`config.mk`:
```
export PLATFORM = sky130hd
export DESIGN_NAME = ps2_arrow_key_decoder
export DESIGN_NICKNAME = d
export VERILOG_FILES = /design/src/rtl/ps2_arrow_key_decoder_pkg.sv /design/src/rtl/ps2_arrow_key_decoder_frame_rx.sv /design/src/rtl/ps2_arrow_key_decoder.sv
export SDC_FILE = /design/constraint.sdc
export NUM_CORES = 1
export LEC_CHECK = 0
export BUFFER_PORTS_ARGS = -buffer_cell sky130_fd_sc_hd__clkbuf_2
export CORE_MARGIN = 2
export CORE_UTILIZATION = 63
export CTS_CLUSTER_SIZE = 28
export DETAILED_ROUTE_END_ITERATION = 8
export PLACE_DENSITY = 0.85
export SETUP_SLACK_MARGIN = 0.3
export SLEW_MARGIN = 40
export SYNTH_ARGS = -nofsm -noshare
export SYNTH_HDL_FRONTEND = slang
export SYNTH_SLANG_ARGS = --single-unit
```
`constraint.sdc`:
```
create_clock -name clk -period 4.5 [get_ports clk]
set_input_delay 0 -clock clk [delete_from_list [all_inputs] [get_ports clk]]
set_output_delay 0 -clock clk [all_outputs]
set_load 0.005 [all_outputs]
```
`src/rtl/ps2_arrow_key_decoder_pkg.sv`:
```
// Shared scan codes and state encodings for the PS/2 arrow-key decoder.
package ps2_arrow_key_decoder_pkg;

  localparam logic [7:0] SC_EXT   = 8'hE0;
  localparam logic [7:0] SC_BRK   = 8'hF0;
  localparam logic [7:0] SC_LEFT  = 8'h6B;
  localparam logic [7:0] SC_RIGHT = 8'h74;

  // Bit counter value at which the stop bit is the current sample
  localparam logic [3:0] LAST_BIT = 4'd10;

  typedef enum logic {
    RX_IDLE,
    RX_SHIFT
  } rx_state_e;

  typedef enum logic [1:0] {
    D_IDLE,
    D_EXT,
    D_BRK,
    D_EXTBRK
  } dec_state_e;

endpackage

```
`src/rtl/ps2_arrow_key_decoder_frame_rx.sv`:
```
// PS/2 frame receiver: pin synchronisers, clock glitch filter, falling-edge
// sample strobe, 11-bit frame FSM with parity/stop checks and a stall timeout.
module ps2_frame_rx
  import ps2_arrow_key_decoder_pkg::*;
#(
  parameter int FILTER_LEN    = 8,
  parameter int FRAME_TIMEOUT = 200000
) (
  input  logic       clk,
  input  logic       reset,
  input  logic       ps2_clk,
  input  logic       ps2_data,
  output logic [7:0] rx_byte,
  output logic       rx_valid,
  output logic       frame_err
);

  localparam int FW = $clog2(FILTER_LEN + 1);
  localparam int TW = $clog2(FRAME_TIMEOUT + 1);
  localparam logic [FW-1:0] FILT_LAST = FW'(FILTER_LEN - 1);
  localparam logic [TW-1:0] TO_LAST   = TW'(FRAME_TIMEOUT - 1);

  logic          ps2_clk_p0, ps2_clk_p1;
  logic          ps2_data_p0, ps2_data_p1;
  logic          filt_clk;
  logic [FW-1:0] filt_cnt;
  logic          sample;

  rx_state_e     state, state_nxt;
  logic [3:0]    bit_cnt, bit_cnt_nxt;
  logic [8:0]    shreg, shreg_nxt;
  logic [TW-1:0] to_cnt, to_cnt_nxt;
  logic [7:0]    byte_nxt;
  logic          valid_nxt, err_nxt;

  // Odd parity over D0..D7+P and a high stop bit
  function automatic logic frame_ok(input logic [8:0] bits, input logic stop);
    return (^bits) & stop;
  endfunction

  // ---- stage p0/p1: pin synchronisers (idle bus is high)
  always_ff @(posedge clk) begin
    if (reset) begin
      ps2_clk_p0  <= 1'b1;
      ps2_clk_p1  <= 1'b1;
      ps2_data_p0 <= 1'b1;
      ps2_data_p1 <= 1'b1;
    end else begin
      ps2_clk_p0  <= ps2_clk;
      ps2_clk_p1  <= ps2_clk_p0;
      ps2_data_p0 <= ps2_data;
      ps2_data_p1 <= ps2_data_p0;
    end
  end

  // ---- glitch filter: level follows only after FILTER_LEN differing samples
  always_ff @(posedge clk) begin
    if (reset) begin
      filt_clk <= 1'b1;
      filt_cnt <= '0;
    end else if (ps2_clk_p1 == filt_clk) begin
      filt_cnt <= '0;
    end else if (filt_cnt == FILT_LAST) begin
      filt_clk <= ps2_clk_p1;
      filt_cnt <= '0;
    end else begin
      filt_cnt <= filt_cnt + 1'b1;
    end
  end

  // Strobe on the cycle the filtered clock is about to fall
  assign sample = filt_clk & ~ps2_clk_p1 & (filt_cnt == FILT_LAST);

  always_comb begin
    state_nxt   = state;
    bit_cnt_nxt = bit_cnt;
    shreg_nxt   = shreg;
    byte_nxt    = rx_byte;
    valid_nxt   = 1'b0;
    err_nxt     = 1'b0;
    if (sample || state == RX_IDLE) to_cnt_nxt = '0;
    else                            to_cnt_nxt = to_cnt + 1'b1;

    case (state)
      RX_IDLE: begin
        if (sample && !ps2_data_p1) begin
          state_nxt   = RX_SHIFT;
          bit_cnt_nxt = 4'd1;
        end
      end
      RX_SHIFT: begin
        if (sample) begin
          if (bit_cnt == LAST_BIT) begin
            state_nxt = RX_IDLE;
            if (frame_ok(shreg, ps2_data_p1)) begin
              byte_nxt  = shreg[7:0];
              valid_nxt = 1'b1;
            end else begin
              err_nxt = 1'b1;
            end
          end else begin
            shreg_nxt   = {ps2_data_p1, shreg[8:1]};
            bit_cnt_nxt = bit_cnt + 1'b1;
          end
        end else if (to_cnt == TO_LAST) begin
          state_nxt = RX_IDLE;
          err_nxt   = 1'b1;
        end
      end
      default: state_nxt = RX_IDLE;
    endcase
  end

  // ---- stage p2: frame state and registered byte/strobes
  always_ff @(posedge clk) begin
    if (reset) begin
      state     <= RX_IDLE;
      bit_cnt   <= '0;
      shreg     <= '0;
      to_cnt    <= '0;
      rx_byte   <= 8'h00;
      rx_valid  <= 1'b0;
      frame_err <= 1'b0;
    end else begin
      state     <= state_nxt;
      bit_cnt   <= bit_cnt_nxt;
      shreg     <= shreg_nxt;
      to_cnt    <= to_cnt_nxt;
      rx_byte   <= byte_nxt;
      rx_valid  <= valid_nxt;
      frame_err <= err_nxt;
    end
  end

endmodule

```
`src/rtl/ps2_arrow_key_decoder.sv`:
```
// PS/2 arrow-key decoder: turns extended LEFT/RIGHT make codes into
// one-cycle key pulses; releases and all other keys are swallowed.
module ps2_arrow_key_decoder
  import ps2_arrow_key_decoder_pkg::*;
#(
  parameter int         FILTER_LEN    = 8,
  parameter int         FRAME_TIMEOUT = 200000,
  parameter logic [7:0] LEFT_CODE     = SC_LEFT,
  parameter logic [7:0] RIGHT_CODE    = SC_RIGHT
) (
  input  logic       clk,
  input  logic       reset,
  input  logic       ps2_clk,
  input  logic       ps2_data,
  output logic       left_key,
  output logic       right_key,
  output logic [7:0] rx_byte,
  output logic       rx_valid,
  output logic       frame_err
);

  dec_state_e dec_state, dec_state_nxt;
  logic       left_nxt, right_nxt;

  ps2_frame_rx #(
    .FILTER_LEN    (FILTER_LEN),
    .FRAME_TIMEOUT (FRAME_TIMEOUT)
  ) u_frame_rx (
    .clk       (clk),
    .reset     (reset),
    .ps2_clk   (ps2_clk),
    .ps2_data  (ps2_data),
    .rx_byte   (rx_byte),
    .rx_valid  (rx_valid),
    .frame_err (frame_err)
  );

  // A bad frame drops any pending prefix so it cannot pair with a later byte
  always_comb begin
    dec_state_nxt = dec_state;
    left_nxt      = 1'b0;
    right_nxt     = 1'b0;
    if (frame_err) begin
      dec_state_nxt = D_IDLE;
    end else if (rx_valid) begin
      case (dec_state)
        D_IDLE: begin
          if (rx_byte == SC_EXT)      dec_state_nxt = D_EXT;
          else if (rx_byte == SC_BRK) dec_state_nxt = D_BRK;
        end
        D_EXT: begin
          if (rx_byte == SC_BRK) begin
            dec_state_nxt = D_EXTBRK;
          end else begin
            dec_state_nxt = D_IDLE;
            left_nxt      = (rx_byte == LEFT_CODE);
            right_nxt     = (rx_byte == RIGHT_CODE);
          end
        end
        D_BRK, D_EXTBRK: dec_state_nxt = D_IDLE;
        default:         dec_state_nxt = D_IDLE;
      endcase
    end
  end

  // ---- stage p3: decoder state and registered key pulses
  always_ff @(posedge clk) begin
    if (reset) begin
      dec_state <= D_IDLE;
      left_key  <= 1'b0;
      right_key <= 1'b0;
    end else begin
      dec_state <= dec_state_nxt;
      left_key  <= left_nxt;
      right_key <= right_nxt;
    end
  end

endmodule

```
### After elaboration in Yosys (flattened, before gate mapping)

Cells that the tools add are included.

* flip-flop bits (word level): 55
* input port bits: 4
* output and inout port bits: 12
* word-level logic and storage cells: 79

* $add $sub $neg: 3
* equal/unequal tests: 15
* muxes and demuxes: 18
* bitwise operators: 10
* reduce and logical (&&, ||, !) cells: 17

Operators by type and width (number)
* $add 18x1->18 const B: 1
* $eq 18x18->1 const B: 1
* $eq 8x7->1 const B: 2
* $eq 8x8->1 const B: 2
* $mux 4: 3
* $mux 1: 9
* $reduce_xor 9->1: 1
* $add 4x1->4 const B: 2
* $pmux 4 s2: 1
* $reduce_or 2->1: 4
* $not 1->1: 7
* $mux 2: 3
* $pmux 2 s3: 1
* $reduce_and 3->1: 2
* $reduce_or 5->1: 1
* $eq 2x2->1 const B: 2
* $eq 4x3->1 const B: 1
* $eq 4x4->1 const B: 1
* $ne 2x2->1 const B: 2
* $reduce_and 2->1: 2
* $reduce_and 4->1: 1
* $reduce_or 4->1: 1
* $and 1x1->1: 3
* $ne 3x3->1 const B: 1
* other kinds (9): 9

### Longest topological paths before layout

* depth in word-level cells: 6
* gate-level depth with buffers: 8
* depth with buffers taken out: 7

### Hierarchy

Synthesis repeated with hierarchy kept, for this count alone.

* cells, all modules: 252
* area total of the unflattened synthesis: 2352.3 um^2

By module, submodules not included
* ps2_frame_rx: instances 1, cells an instance 229, area each 2142.1 um^2, seq. area each 1021.0 um^2
* ps2_arrow_key_decoder: instances 1, cells an instance 23, area each 210.2 um^2, seq. area each 80.1 um^2

### Worst setup path after synthesis

No wires, ideal clock.

* path type: register to register
* start point: register u_frame_rx.shreg[2]
* end point: register u_frame_rx.rx_byte[0]
* setup time: 72 ps
* arrival: 1543 ps
* required time: 4428 ps
* slack: 2886 ps
* stages on the path, launching flop included: 7
* clock period less this slack: 1614 ps
* path through: dfxtp_1 > xor2_1 > xnor3_1 > mux2i_1 > and3_1 > buf_6 > mux2i_1

* longest elaborated chain between the ends: 3

RTL lines
* from (decl): line ps2_arrow_key_decoder_frame_rx.sv:31 `logic [8:0] shreg, shreg_nxt;`
* from (signal assigned): line ps2_arrow_key_decoder_frame_rx.sv:127 `shreg <= shreg_nxt;`
* $reduce_xor 9->1: line ps2_arrow_key_decoder_frame_rx.sv:38 `return (^bits) & stop;`
* $and 1x1->1: line ps2_arrow_key_decoder_frame_rx.sv:38
* $reduce_and 4->1 (no line)
* to (signal assigned): line ps2_arrow_key_decoder_frame_rx.sv:129 `rx_byte <= byte_nxt;`
* to (decl): line ps2_arrow_key_decoder_frame_rx.sv:13 `output logic [7:0] rx_byte,`

No other way between the ends.
A chain may end at the register's enable or synchronous reset.

### Final worst setup path

* start point: register u_frame_rx.shreg[2]
* end point: register u_frame_rx.rx_byte[1]

Same word-level chain as after synthesis.

==> flow_metrics.env <==
export IMPL_io_buffers=15
export IMPL_routabilityCongestion=0.765
export IMPL_tritoncts="done"
export IMPL_cp_common_cell="mux2i_1"
export IMPL_leakage_nw=0.902
export IMPL_crit_fanout=9
export IMPL_root_buffer="clkbuf_4"
export IMPL_worst_slack_ns=2.44
export IMPL_drt_pass1_iterations=4
export IMPL_initial_core_util=0.672
export IMPL_num_vias=1774
export IMPL_grt_max_degree=26
export IMPL_endpoint_kind="flop"
export IMPL_fin_nets=282
export IMPL_seq_power_share=0.644
export IMPL_required_ns=4.79
export IMPL_placementRows=21
export IMPL_p_clk_frac=0.341
export IMPL_critPathMaxStageDelay_ns=0.50
export IMPL_via_per_inst=5.56
export IMPL_preCtsSetupSlack_ns=2.51
export IMPL_worstSetupStartpoint="u_frame_rx.shreg[2]$_SDFFE_PP0P_"
export IMPL_grt_pass1_wl_mm=7.26
export IMPL_arrival_ns=2.35
export IMPL_layout_commonest_cell="dfxtp_1"
export IMPL_grt_pass1_vias=1711
export IMPL_p_switching_w=0.000152
export IMPL_syn_num_nets=268
export IMPL_yosysSeqAreaShare=0.480
export IMPL_cp_cell_sequence="xor2_1 > xnor3_1 > mux2i_1 > and3_1 > mux2i_1"
export IMPL_ys_seq_elements=55
export IMPL_fin_area_mm2=0.00247
export IMPL_antenna_found_initial=0
export IMPL_slew_violations=0
export IMPL_fmax_mhz=486
export IMPL_register_area_mm2=0.00110
export IMPL_clk_pin_slew_ns=0.16
export IMPL_overflow=0
export IMPL_min_path_type="in -> reg"
export IMPL_clock_path_buffers=2
export IMPL_drc=0
export IMPL_initialDrtViolationCount=119
export IMPL_pin_count=16
export IMPL_final_cell_mix="55 x dfxtp_1, 43 x nand2_1, 29 x nor2_1"
export IMPL_ys_types=34
export IMPL_drt_wl_total_mm=4.01
export IMPL_switching_share=0.201
export IMPL_synth_area_mm2=0.00229
export IMPL_rsz0062_at_grt="false"
export IMPL_fin_worst_hold_slack_ns=0.107
export IMPL_wire_per_inst_um=12.6
export IMPL_setup_tns_ns=0
export IMPL_critPathLaunchType="flop"
export IMPL_crit_slowest_cell="and3_1"
export IMPL_synthCells=259
export IMPL_drive_gt1_frac=0.0916
export IMPL_cts_setup_buffers=0
export IMPL_clock_latency_ns=0.38
export IMPL_fillers=288
export IMPL_ctsResizeCount=0
export IMPL_die_area_mm2=0.00414
export IMPL_num_antenna_cells=0
export IMPL_post_route_period_util=0.457
export IMPL_power_frac_comb=0.015
export IMPL_tightest_slew_ns=0.541
export IMPL_die_width_um=64.4
export IMPL_p_int_w=0.000608
export IMPL_min_period_ns=2.06
export IMPL_grtUsageTotal=0.219
export IMPL_relSlewSlack=0.638
export IMPL_design_core_area_mm2=0.00342
export IMPL_setup_viol=0
export IMPL_ctsHtreeMaxLevel=2
export IMPL_clock_sinks=55
export IMPL_area_delta_synth_final_pct=7.80
export IMPL_ant_nets=0
export IMPL_status="completed"
export IMPL_critPathKind="reg -> reg"
export IMPL_multi_input_area_mm2=0.00113
export IMPL_numCtsBuffers=5
export IMPL_vdd_drop_max_mv=0.210
export IMPL_power_density_mw_per_mm2=307
export IMPL_yosysWarningCount=0
export IMPL_min_from="reset"
export IMPL_drv_cap=0
export IMPL_syn_avg_cell_area_um2=8.86
export IMPL_fin_worst_skew_ns=0.0223
export IMPL_post_dp_cell_area_mm2=0.00238
export IMPL_dp_hpwl_mm=2.78
export IMPL_rr_startpoint="u_frame_rx.shreg[2]$_SDFFE_PP0P_"
export IMPL_ctsHoldBuffers=2
export IMPL_finish_utilization=0.724
export IMPL_die_h_um=64.4
export IMPL_hold_viol_final=0
## Yosys cell counts
library cell | instances | area (µm²)
dfxtp_1 | 55 | 1100
or3_1 | 1 | 6.26
a21oi_1 | 14 | 70.1
xnor2_1 | 5 | 43.8
ha_1 | 5 | 62.6
clkbuf_1 | 9 | 33.8
xnor3_1 | 2 | 45.0
nor4b_1 | 1 | 8.76
a31oi_1 | 1 | 6.26
and4b_1 | 1 | 10.0
nand3_1 | 14 | 70.1
o311ai_0 | 1 | 8.76
o21ai_0 | 3 | 15.0
nor4_1 | 2 | 12.5
nand2b_1 | 1 | 6.26
nor3_1 | 9 | 45.0
nor3b_1 | 1 | 7.51
mux2i_1 | 9 | 90.1
clkinv_1 | 1 | 3.75
nor2_1 | 29 | 109
xor2_1 | 17 | 149
nor2b_1 | 1 | 6.26
and2_1 | 2 | 12.5
inv_1 | 5 | 18.8
or2_2 | 4 | 25.0
and4_1 | 1 | 8.76
nand3b_1 | 2 | 15.0
nor4bb_1 | 1 | 10.0
a211oi_1 | 1 | 7.51
nand4b_1 | 3 | 26.3
nand2_1 | 43 | 161
buf_6 | 1 | 11.3
and3_1 | 7 | 43.8
nand4_1 | 7 | 43.8
## metrics by stage
| stage | instances | total power, W |
|---|---|---|
| 2_1_floorplan | 259 | 0.000508 |
| 3_3_place_gp | 310 | 0.000510 |
| 3_5_place_dp | 310 | 0.000510 |
| 4_1_cts | 319 | 0.000762 |
| 5_1_grt | 319 | 0.000785 |
| 6_report | 319 | 0.000760 |
## power groups by stage
stage / clock, W / sequential, W / combinational (W)
6_report: 0.000259 / 0.000490 / 0.0000114
2_1_floorplan: 0 / 0.000500 / 0.00000756
3_5_place_dp: 0 / 0.000500 / 0.00000996
3_3_place_gp: 0 / 0.000500 / 0.00000967
4_1_cts: 0.000261 / 0.000490 / 0.0000114
5_1_grt: 0.000282 / 0.000490 / 0.0000128
## cell families after synthesis
logic type,after synthesis,synth area share
simple gates,130,0.274
flops,55,0.480
xor+xnor,24,0.104
compound gates,20,0.0469
buf+inv,16,0.0294
mux,9,0.0393
fa+ha+maj,5,0.0273
## state kept, by name, summed over array words and instances, names as in the netlist, 2 cells and up
register and count:
dec_state 2, u_frame_rx.bit_cnt 4, u_frame_rx.filt_cnt 4, u_frame_rx.rx_byte 8, u_frame_rx.shreg 9, u_frame_rx.to_cnt 18
## path summary, 6_finish.rpt
check	cells past startpoint	slack, ns	end
max	5	2.44	u_frame_rx.rx_byte[1]$_SDFFE_PP0P_
min	2	0.11	u_frame_rx.shreg[6]$_SDFFE_PP0P_
max reg2reg	5	2.44	u_frame_rx.rx_byte[1]$_SDFFE_PP0P_
min reg2reg	1	0.43	u_frame_rx.ps2_data_p1$_SDFF_PP1_
## worst max-delay path: cells and delay by family (launching register included)
family,cells,cell delay (ns)
simple gates,1,0.50
flops,1,0.42
mux,2,0.44
xor+xnor,2,0.60
## routing by layer
layer,share of wire,wire length [µm],GRT usage,up-vias
met4,0.0095,38,0.0559,0
li1,-,-,-,910
met2,0.46,1840,0.368,34
met3,0.042,169,0.0581,5
met5,0,0,0,-
met1,0.49,1960,0.281,825
## layout make-up
cell class,instances,area share
well taps,46,0.0233
clock inverters,1,0.0121
multi-input cells,188,0.455
flip-flops and latches,55,0.445
clock buffers,6,0.0167
inverters,6,0.00910
repair buffers,17,0.0384
Note: power is estimated with default switching activity, not from simulation.
